==> config.mk <==
export PLATFORM = sky130hd
export DESIGN_NAME = seq_pattern_tx_flat
export DESIGN_NICKNAME = d
export VERILOG_FILES = /design/src/rtl/seq_pkg.sv /design/src/rtl/seq_pattern_tx_if.sv /design/src/rtl/seg7_decoder.sv /design/src/rtl/seq_pattern_tx.sv /design/src/flat_wrapper.sv
export SDC_FILE = /design/constraint.sdc
export NUM_CORES = 1
export LEC_CHECK = 0
export CAP_MARGIN = 20
export CORE_ASPECT_RATIO = 0.75
export CORE_UTILIZATION = 25
export DETAILED_ROUTE_END_ITERATION = 16
export DONT_BUFFER_PORTS = 1
export PLACE_DENSITY = 0.41
export SYNTH_ARGS = -nofsm -noshare
export SYNTH_HDL_FRONTEND = slang
export SYNTH_HIERARCHICAL = 1
export SYNTH_SLANG_ARGS = --single-unit
==> constraint.sdc <==
create_clock -name osc -period 4.5 [get_ports osc]
set_input_delay 0.45 -clock osc [delete_from_list [all_inputs] [get_ports osc]]
set_output_delay 0.45 -clock osc [all_outputs]
set_load 0.05 [all_outputs]
==> src/rtl/seq_pkg.sv <==
// Shared types and constants for the serial pattern transmitter.
//   state_t     : FSM state encoding (IDLE/SHIFT/DONE)
//   SEG7_TABLE  : hex digit -> {g,f,e,d,c,b,a} active-high segments
//   eff_len()   : maps a requested pass length onto the legal 1..PAT_W range
package seq_pkg;

    localparam int unsigned LEN_W = 4;
    localparam int unsigned SEG_W = 7;

    typedef enum logic [1:0] {
        IDLE  = 2'd0,
        SHIFT = 2'd1,
        DONE  = 2'd2
    } state_t;

    // Entry [15] first: F E d C b A 9 8 7 6 5 4 3 2 1 0
    localparam logic [15:0][SEG_W-1:0] SEG7_TABLE = {
        7'b1110001, 7'b1111001, 7'b1011110, 7'b0111001,
        7'b1111100, 7'b1110111, 7'b1101111, 7'b1111111,
        7'b0000111, 7'b1111101, 7'b1101101, 7'b1100110,
        7'b1001111, 7'b1011011, 7'b0000110, 7'b0111111
    };

    // Zero or an oversize request means "the whole pattern register".
    function automatic logic [LEN_W-1:0] eff_len(input logic [LEN_W-1:0] len,
                                                 input logic [LEN_W-1:0] pat_w);
        return ((len == '0) || (len > pat_w)) ? pat_w : len;
    endfunction

endpackage

==> src/rtl/seq_pattern_tx_if.sv <==
// Request/response bundle of the pattern transmitter.
//   master : drives start/pattern/len/loop, observes the serial outputs
//   slave  : the transmitter side
interface seq_pattern_tx_if #(
    parameter int unsigned PAT_W = 8
);
    logic             start;
    logic [PAT_W-1:0] pattern;
    logic [3:0]       len;
    logic             loop;
    logic             out;
    logic [2:0]       past;
    logic             busy;
    logic             done;
    logic [6:0]       display;

    modport master (
        output start, pattern, len, loop,
        input  out, past, busy, done, display
    );

    modport slave (
        input  start, pattern, len, loop,
        output out, past, busy, done, display
    );
endinterface

==> src/rtl/seg7_decoder.sv <==
// Hex digit to seven-segment decoder ({g,f,e,d,c,b,a}, active-high).
// Only built when SEQ_TX_DISPLAY_EN is defined.
//   digit : 4-bit value to show
//   seg   : segment drive
`ifdef SEQ_TX_DISPLAY_EN
module seg7_decoder
    import seq_pkg::*;
(
    input  logic [LEN_W-1:0] digit,
    output logic [SEG_W-1:0] seg
);
    assign seg = SEG7_TABLE[digit];
endmodule
`endif

==> src/rtl/seq_pattern_tx.sv <==
// Serial pattern transmitter: latches a pattern on start and shifts it out
// MSB first, one bit per rising edge of the asynchronous clk_aux strobe.
// Optional seven-segment readout of the remaining bit count is enabled by
// defining SEQ_TX_DISPLAY_EN; otherwise display is tied low.
//   osc     : sole clock (rising edge)
//   reset   : synchronous active-low reset
//   clk_aux : asynchronous step strobe
//   bus     : start/pattern/len/loop in; out/past/busy/done/display out
module seq_pattern_tx
    import seq_pkg::*;
#(
    parameter int unsigned PAT_W = 8
) (
    input  logic             osc,
    input  logic             reset,
    input  logic             clk_aux,
    seq_pattern_tx_if.slave  bus
);

    localparam logic [LEN_W-1:0] PAT_W_L = LEN_W'(PAT_W);

    state_t           state;
    logic [PAT_W-1:0] shreg;
    logic [PAT_W-1:0] copy_q;
    logic [LEN_W-1:0] cnt;
    logic [LEN_W-1:0] len_q;
    logic             out_q;
    logic [2:0]       past_q;
    logic             busy_q;
    logic             done_q;
    logic             sync1;
    logic             sync2;
    logic             sync2_d;
    logic             step_c;

    // Two-flop synchroniser plus edge-detect delay for clk_aux.
    always_ff @(posedge osc) begin
        if (!reset) begin
            sync1   <= 1'b0;
            sync2   <= 1'b0;
            sync2_d <= 1'b0;
        end else begin
            sync1   <= clk_aux;
            sync2   <= sync1;
            sync2_d <= sync2;
        end
    end

    assign step_c = sync2 & ~sync2_d;

    // Transmit FSM with all outputs registered.
    always_ff @(posedge osc) begin
        if (!reset) begin
            state  <= IDLE;
            shreg  <= '0;
            copy_q <= '0;
            cnt    <= '0;
            len_q  <= '0;
            out_q  <= 1'b0;
            past_q <= 3'b000;
            busy_q <= 1'b0;
            done_q <= 1'b0;
        end else begin
            done_q <= 1'b0;
            unique case (state)
                IDLE: begin
                    // A step coinciding with start is dropped here.
                    if (bus.start) begin
                        shreg  <= bus.pattern;
                        copy_q <= bus.pattern;
                        cnt    <= eff_len(bus.len, PAT_W_L);
                        len_q  <= eff_len(bus.len, PAT_W_L);
                        busy_q <= 1'b1;
                        state  <= SHIFT;
                    end
                end
                SHIFT: begin
                    if (step_c) begin
                        out_q  <= shreg[PAT_W-1];
                        past_q <= {past_q[1:0], shreg[PAT_W-1]};
                        if (cnt == LEN_W'(1)) begin
                            // Pass end: loop is sampled only here.
                            if (bus.loop) begin
                                shreg <= copy_q;
                                cnt   <= len_q;
                            end else begin
                                shreg  <= {shreg[PAT_W-2:0], 1'b0};
                                cnt    <= '0;
                                busy_q <= 1'b0;
                                done_q <= 1'b1;
                                state  <= DONE;
                            end
                        end else begin
                            shreg <= {shreg[PAT_W-2:0], 1'b0};
                            cnt   <= cnt - LEN_W'(1);
                        end
                    end
                end
                DONE: begin
                    state <= IDLE;
                end
                default: begin
                    state  <= IDLE;
                    busy_q <= 1'b0;
                end
            endcase
        end
    end

    assign bus.out  = out_q;
    assign bus.past = past_q;
    assign bus.busy = busy_q;
    assign bus.done = done_q;

`ifdef SEQ_TX_DISPLAY_EN
    seg7_decoder u_seg7_decoder (
        .digit (cnt),
        .seg   (bus.display)
    );
`else
    assign bus.display = 7'b0000000;
`endif

endmodule

==> src/flat_wrapper.sv <==
// flat-port wrapper written by rule: the top's interface ports become plain ports
module seq_pattern_tx_flat import seq_pkg::*;
#(
    parameter int unsigned PAT_W = 8
)
  (osc, reset, clk_aux, bus_start, bus_pattern, bus_len, bus_loop, bus_out, bus_past, bus_busy, bus_done, bus_display);
  seq_pattern_tx_if #(.PAT_W(PAT_W)) bus_i ();
  input  logic osc;
  input  logic reset;
  input  logic clk_aux;
  input wire logic [$bits(bus_i.start)-1:0] bus_start;
  input wire logic [$bits(bus_i.pattern)-1:0] bus_pattern;
  input wire logic [$bits(bus_i.len)-1:0] bus_len;
  input wire logic [$bits(bus_i.loop)-1:0] bus_loop;
  output wire logic [$bits(bus_i.out)-1:0] bus_out;
  output wire logic [$bits(bus_i.past)-1:0] bus_past;
  output wire logic [$bits(bus_i.busy)-1:0] bus_busy;
  output wire logic [$bits(bus_i.done)-1:0] bus_done;
  output wire logic [$bits(bus_i.display)-1:0] bus_display;
  assign bus_i.start = bus_start;
  assign bus_i.pattern = bus_pattern;
  assign bus_i.len = bus_len;
  assign bus_i.loop = bus_loop;
  assign bus_out = bus_i.out;
  assign bus_past = bus_i.past;
  assign bus_busy = bus_i.busy;
  assign bus_done = bus_i.done;
  assign bus_display = bus_i.display;
  seq_pattern_tx #(.PAT_W(PAT_W)) u_core (.osc(osc), .reset(reset), .clk_aux(clk_aux), .bus(bus_i));
endmodule
== Word-level counts from Yosys, hierarchy flattened ==
Index checks and enable logic that the tools add are counted.

* Register bits after elaboration: 35
* Input bits: 17
* Output and inout port bits: 13
* Word-level logic and storage cells: 56

* $add $sub $neg: 1
* $lt $le $gt $ge: 1
* Eq/ne operators: 7
* Multiplexer cells: 22
* Bitwise logic cells: 3
* Reductions and logical operators: 10

{| class="wikitable"
|+ Operator list
! kind !! number
|-
| 8-bit 2-to-1 mux || 4
|-
| 4-bit 2-to-1 mux || 5
|-
| 8-bit one-hot mux with 2 select lines || 1
|-
| 2-bit 2-to-1 mux || 4
|-
| 4-bit one-hot mux with 2 select lines || 1
|-
| 4-bit AND reduction || 2
|-
| 1-bit 2-to-1 mux || 5
|-
| 5-bit AND reduction || 1
|-
| 4-bit by 1-bit == test with 1-bit output, second input constant || 1
|-
| 4-bit greater-than comparator, second input constant || 1
|-
| 4-bit logical NOT || 1
|-
| 2-bit by 1-bit != test with 1-bit output, second input constant || 2
|-
| 2-bit != test, second input constant || 2
|-
| 2-bit one-hot mux with 2 select lines || 1
|-
| 2-bit AND reduction || 2
|-
| 4-bit by 1-bit subtractor with 4-bit output, second input constant || 1
|-
| 1-bit one-hot mux with 3 select lines || 1
|-
| 3-bit AND reduction || 1
|-
| 2-bit by 1-bit == test with 1-bit output, second input constant || 1
|-
| 2-bit == test, second input constant || 1
|-
| 2-bit logical NOT || 1
|-
| 1-bit NOT || 2
|-
| 2-bit nonzero test || 1
|-
| 1-bit AND || 1
|-
| 1-bit logical OR || 1
|}

== Longest topological paths before layout ==
* Depth in word-level cells: 5
* Mapped depth: 7
* Depth with buffers taken out: 6

== Worst setup path after synthesis ==
No wires, ideal clock.

* Kind: register to register
* From: register u_core.cnt[0]
* To: register u_core.shreg[2]
* Library setup time: 0.116 ns
* Data arrival time: 1.461 ns
* Required time: 4.384 ns
* Setup slack: 2.923 ns
* Cell stages (with the launch flop): 7
* Cells stage by stage: dfxtp_1 -> ha_1 -> nor4bb_1 -> buf_4 -> mux2i_1 -> a211oi_1 -> a31o_2

* Longest elaborated chain between the ends: 4

{| class="wikitable"
|+ RTL lines
! element !! line !! RTL
|-
| start: declaration || seq_pattern_tx.sv:25 || <nowiki>logic [LEN_W-1:0] cnt;</nowiki>
|-
| start signal: assignment || seq_pattern_tx.sv:71 || <nowiki>cnt <= eff_len(bus.len, PAT_W_L);</nowiki>
|-
| start signal: assignment || seq_pattern_tx.sv:85 || <nowiki>cnt <= len_q;</nowiki>
|-
| start signal: assignment || seq_pattern_tx.sv:95 || <nowiki>cnt <= cnt - LEN_W'(1);</nowiki>
|-
| 4-bit by 1-bit == test with 1-bit output || seq_pattern_tx.sv:81 || <nowiki>if (cnt == LEN_W'(1)) begin</nowiki>
|-
| 8-bit 2-to-1 mux || seq_pattern_tx.sv:81 ||
|-
| 8-bit 2-to-1 mux || seq_pattern_tx.sv:78 || <nowiki>if (step_c) begin</nowiki>
|-
| 8-bit one-hot mux with 2 select lines || seq_pattern_tx.sv:65 || <nowiki>unique case (state)</nowiki>
|-
| end signal: assignment || seq_pattern_tx.sv:69 || <nowiki>shreg <= bus.pattern;</nowiki>
|-
| end signal: assignment || seq_pattern_tx.sv:84 || <nowiki>shreg <= copy_q;</nowiki>
|-
| end signal: assignment || seq_pattern_tx.sv:87 || <nowiki>shreg <= {shreg[PAT_W-2:0], 1'b0};</nowiki>
|-
| end: declaration || seq_pattern_tx.sv:23 || <nowiki>logic [PAT_W-1:0] shreg;</nowiki>
|}

No other way between the ends. The select of a mux whose other input is x is not followed.
A chain may end at the register's enable or synchronous reset.

== Final worst setup path ==
* From: register u_core.cnt[0]
* To: register u_core.state[0]

* Longest elaborated chain between the ends: 3

{| class="wikitable"
|+ RTL lines
! element !! line !! RTL
|-
| 4-bit by 1-bit == test with 1-bit output || seq_pattern_tx.sv:81 ||
|-
| 2-bit by 1-bit != test with 1-bit output (no line) || -- ||
|-
| 4-bit AND reduction (no line) || -- ||
|-
| end signal: assignment || seq_pattern_tx.sv:74 || <nowiki>state <= SHIFT;</nowiki>
|-
| end signal: assignment || seq_pattern_tx.sv:91 || <nowiki>state <= DONE;</nowiki>
|-
| end signal: assignment || seq_pattern_tx.sv:100 || <nowiki>state <= IDLE;</nowiki>
|-
| end: declaration || seq_pattern_tx.sv:22 || <nowiki>state_t state;</nowiki>
|}

No other way between the ends.

==> run metrics <==
status completed; critical path capture point type flip-flop; most frequent cell after synthesis dfxtp_1; Worst Path Arrival 2.16 ns; share of layout cells above drive strength 1 0.140; Root Buffer clkbuf_8; first drt pass iteration count 4; Inserted Diodes 0; Critical Path Fanout Max 7; YS warnings 6; Post-CTS Hold Buffers 0; I/O Buffers 0; antenna violations before repair 0; Clock Sinks 34; CTS Buffer Depth 2; Starting DRT DRC Count 47; worst vdd ir 0.000119 V; FMAX 503 MHz; total CTS buffers 5; power per cell area 364 mW/mm^2; drt via density 4.75; count of cell types in the netlist 37; Mapped Avg Cell Area 8.95 um^2; leakage 0.622 nW; period utilization 0.442; final setup skew 0.00615 ns; post-synth top area cell dfxtp_1; Reg clk slew, reported paths 0.07 ns; wire length of the first global-routing pass 6000 um; Routed WL per cell 14.3 um; number of global-route vias before repair 1178; post-CTS resize count 0; DRC errors left 0; max cap viols 0; core area 0.00629 mm^2; via count 1236; pin count of the biggest net entering global routing 44; ys async rst share 0; RSZ-0062 raised after global routing false; Hold Crit Class input pin to flip-flop; met2 wire length 1580 um; total grt overflow 0; nets@finish 198; DR top layer met4; Die ar. 0.00681 mm^2; Layout area overhead 7.95%; Post-Route M1 WL 1950 um; Setup violations, final 0; final WL 3720 um; CP Launch Type flip-flop; WS Path Type flip-flop to flip-flop; H-tree Lvls 2; Tmin final 1.99 ns; ANT nets after route 0; Worst Tran Pin Value 1.01 ns; number of synthesized register bits 34; Tot GR Track Use 0.118; Total Power 0.000637 W; num rows 25; # IOs 30; TNS Setup 0 ns; area share of the leading cell type in the synthesized netlist 0.420; met3 wire length 174 um; cell count after synthesis 181; Max-slew headroom 0.329; sequential cell area fraction in the yosys report 0.420; top cells by area, synth dfxtp_1, mux2i_1, a21boi_0, nand2_1, o21ai_0; post-CTS setup buffer count 0; initial core utilization 0.258; Critical Path RT 4.67 ns; Hold Fails Final Rpt 0; final slew viol count 0; most frequent cells after synthesis dfxtp_1, nand2_1, o21ai_0; Post-Synthesis Cell Area 0.00162 mm^2; chip width 95.0 um; CTS tree yes; Post-synth EDFFs 0; HPWL Detailed 2550 um; Skew-Pair Late Insertion Delay 0.28 ns; Placer Congestion 0.774; die height 71.7 um; Synth Flop Type dfxtp_1
-- registers in the layout (all words and copies together) (netlist names) --
| register | flops |
|---|---|
| u_core/sync2 | 1 |
| u_core/sync2_d | 1 |
| u_core/bus.past | 3 |
| u_core/bus.done | 1 |
| u_core/cnt | 4 |
| u_core/len_q | 4 |
| u_core/state | 2 |
| u_core/shreg | 8 |
| u_core/sync1 | 1 |
| u_core/copy_q | 8 |
| u_core/bus.busy | 1 |
-- layout by cell type, fill, tap and decap left out, types with 2 or more instances in the layout --
cell type and instances:
a21oi_1 6, mux2i_1 10, a211oi_1 7, buf_4 3, and3_1 2, a31o_2 7
o21ai_0 16, nor2_1 5, and2_1 5, nand3_1 3, ha_1 2, conb_1 7
nor2b_1 4, inv_1 2, nand3b_1 3, clkbuf_1 2, clkbuf_8 5, nor3_1 3
and3_2 3, a21boi_0 11, dfxtp_1 34, nand2_1 22
-- logic make-up (layout without fill, tap and decap cells) --
| family | Yosys count | after routing | synth area share |
|---|---|---|---|
| AOI/OAI and AO/OA | 52 | 52 | 0.214 |
| xor gates and xnor gates | 1 | 1 | 0.00541 |
| adders and majority gates | 2 | 2 | 0.0154 |
| buffers and inverters | 21 | 13 | 0.0734 |
| DFF | 34 | 34 | 0.420 |
| muxes | 10 | 10 | 0.0618 |
| other | 1 | 7 | 0.00231 |
| and+or+nand+nor | 60 | 60 | 0.208 |
-- layout make-up --
cell class / count / area (um^2)
fill: 651 / 4540
clock buffer: 7 / 76.3
multi-input combinational: 132 / 850
inverter: 2 / 7.51
timing repair buffer: 4 / 33.8
tap: 81 / 101
sequential: 34 / 681
-- worst paths after layout --
path                         startpoint                           end  slack [ns]  depth (start not counted)
min reg2reg     u_core/sync1$_SDFF_PN0_       u_core/sync2$_SDFF_PN0_        0.44                          1
min                             clk_aux       u_core/sync1$_SDFF_PN0_        0.30                          1
max reg2reg  u_core/cnt[0]$_SDFFE_PN0P_  u_core/state[0]$_SDFFE_PN0P_        2.51                          5
max          u_core/cnt[0]$_SDFFE_PN0P_  u_core/state[0]$_SDFFE_PN0P_        2.51                          5
-- report_power, final --
group | switching, W | total, W | leakage, nW | internal (W)
Combinational | 0.0000540 | 0.0000897 | 0.305 | 0.0000357
Clock | 0.000103 | 0.000209 | 0.0383 | 0.000107
Sequential | 0.0000173 | 0.000338 | 0.279 | 0.000320
-- layer usage --
| metal | up-vias | global-route usage |
|---|---|---|
| li1 | 619 | - |
| met1 | 591 | 0.170 |
| met2 | 24 | 0.166 |
| met3 | 2 | 0.0403 |
| met4 | 0 | 0.0303 |
| met5 | - | 0 |
-- critical path: stages, from the launching register on --
cell and delay (ns):
dfxtp_1 0.40, ha_1 0.21, nor3b_1 0.66, and4bb_2 0.37, o21ai_0 0.07, and2_1 0.18
-- through the flow --
stage	cell area (um^2)	setup WS (ns)	cells	util	hold slack, ns
final	1750	2.51	260	0.278	0.299
after global routing	1750	2.29	260	0.278	0.288
after CTS	1740	2.46	259	0.276	0.274
after detailed placement	1660	2.43	252	0.264	0.422
after global placement	1660	2.48	252	0.264	0.418
after floorplan	1640	2.92	187	-	0.412
Power figures use the tool's default switching activity.
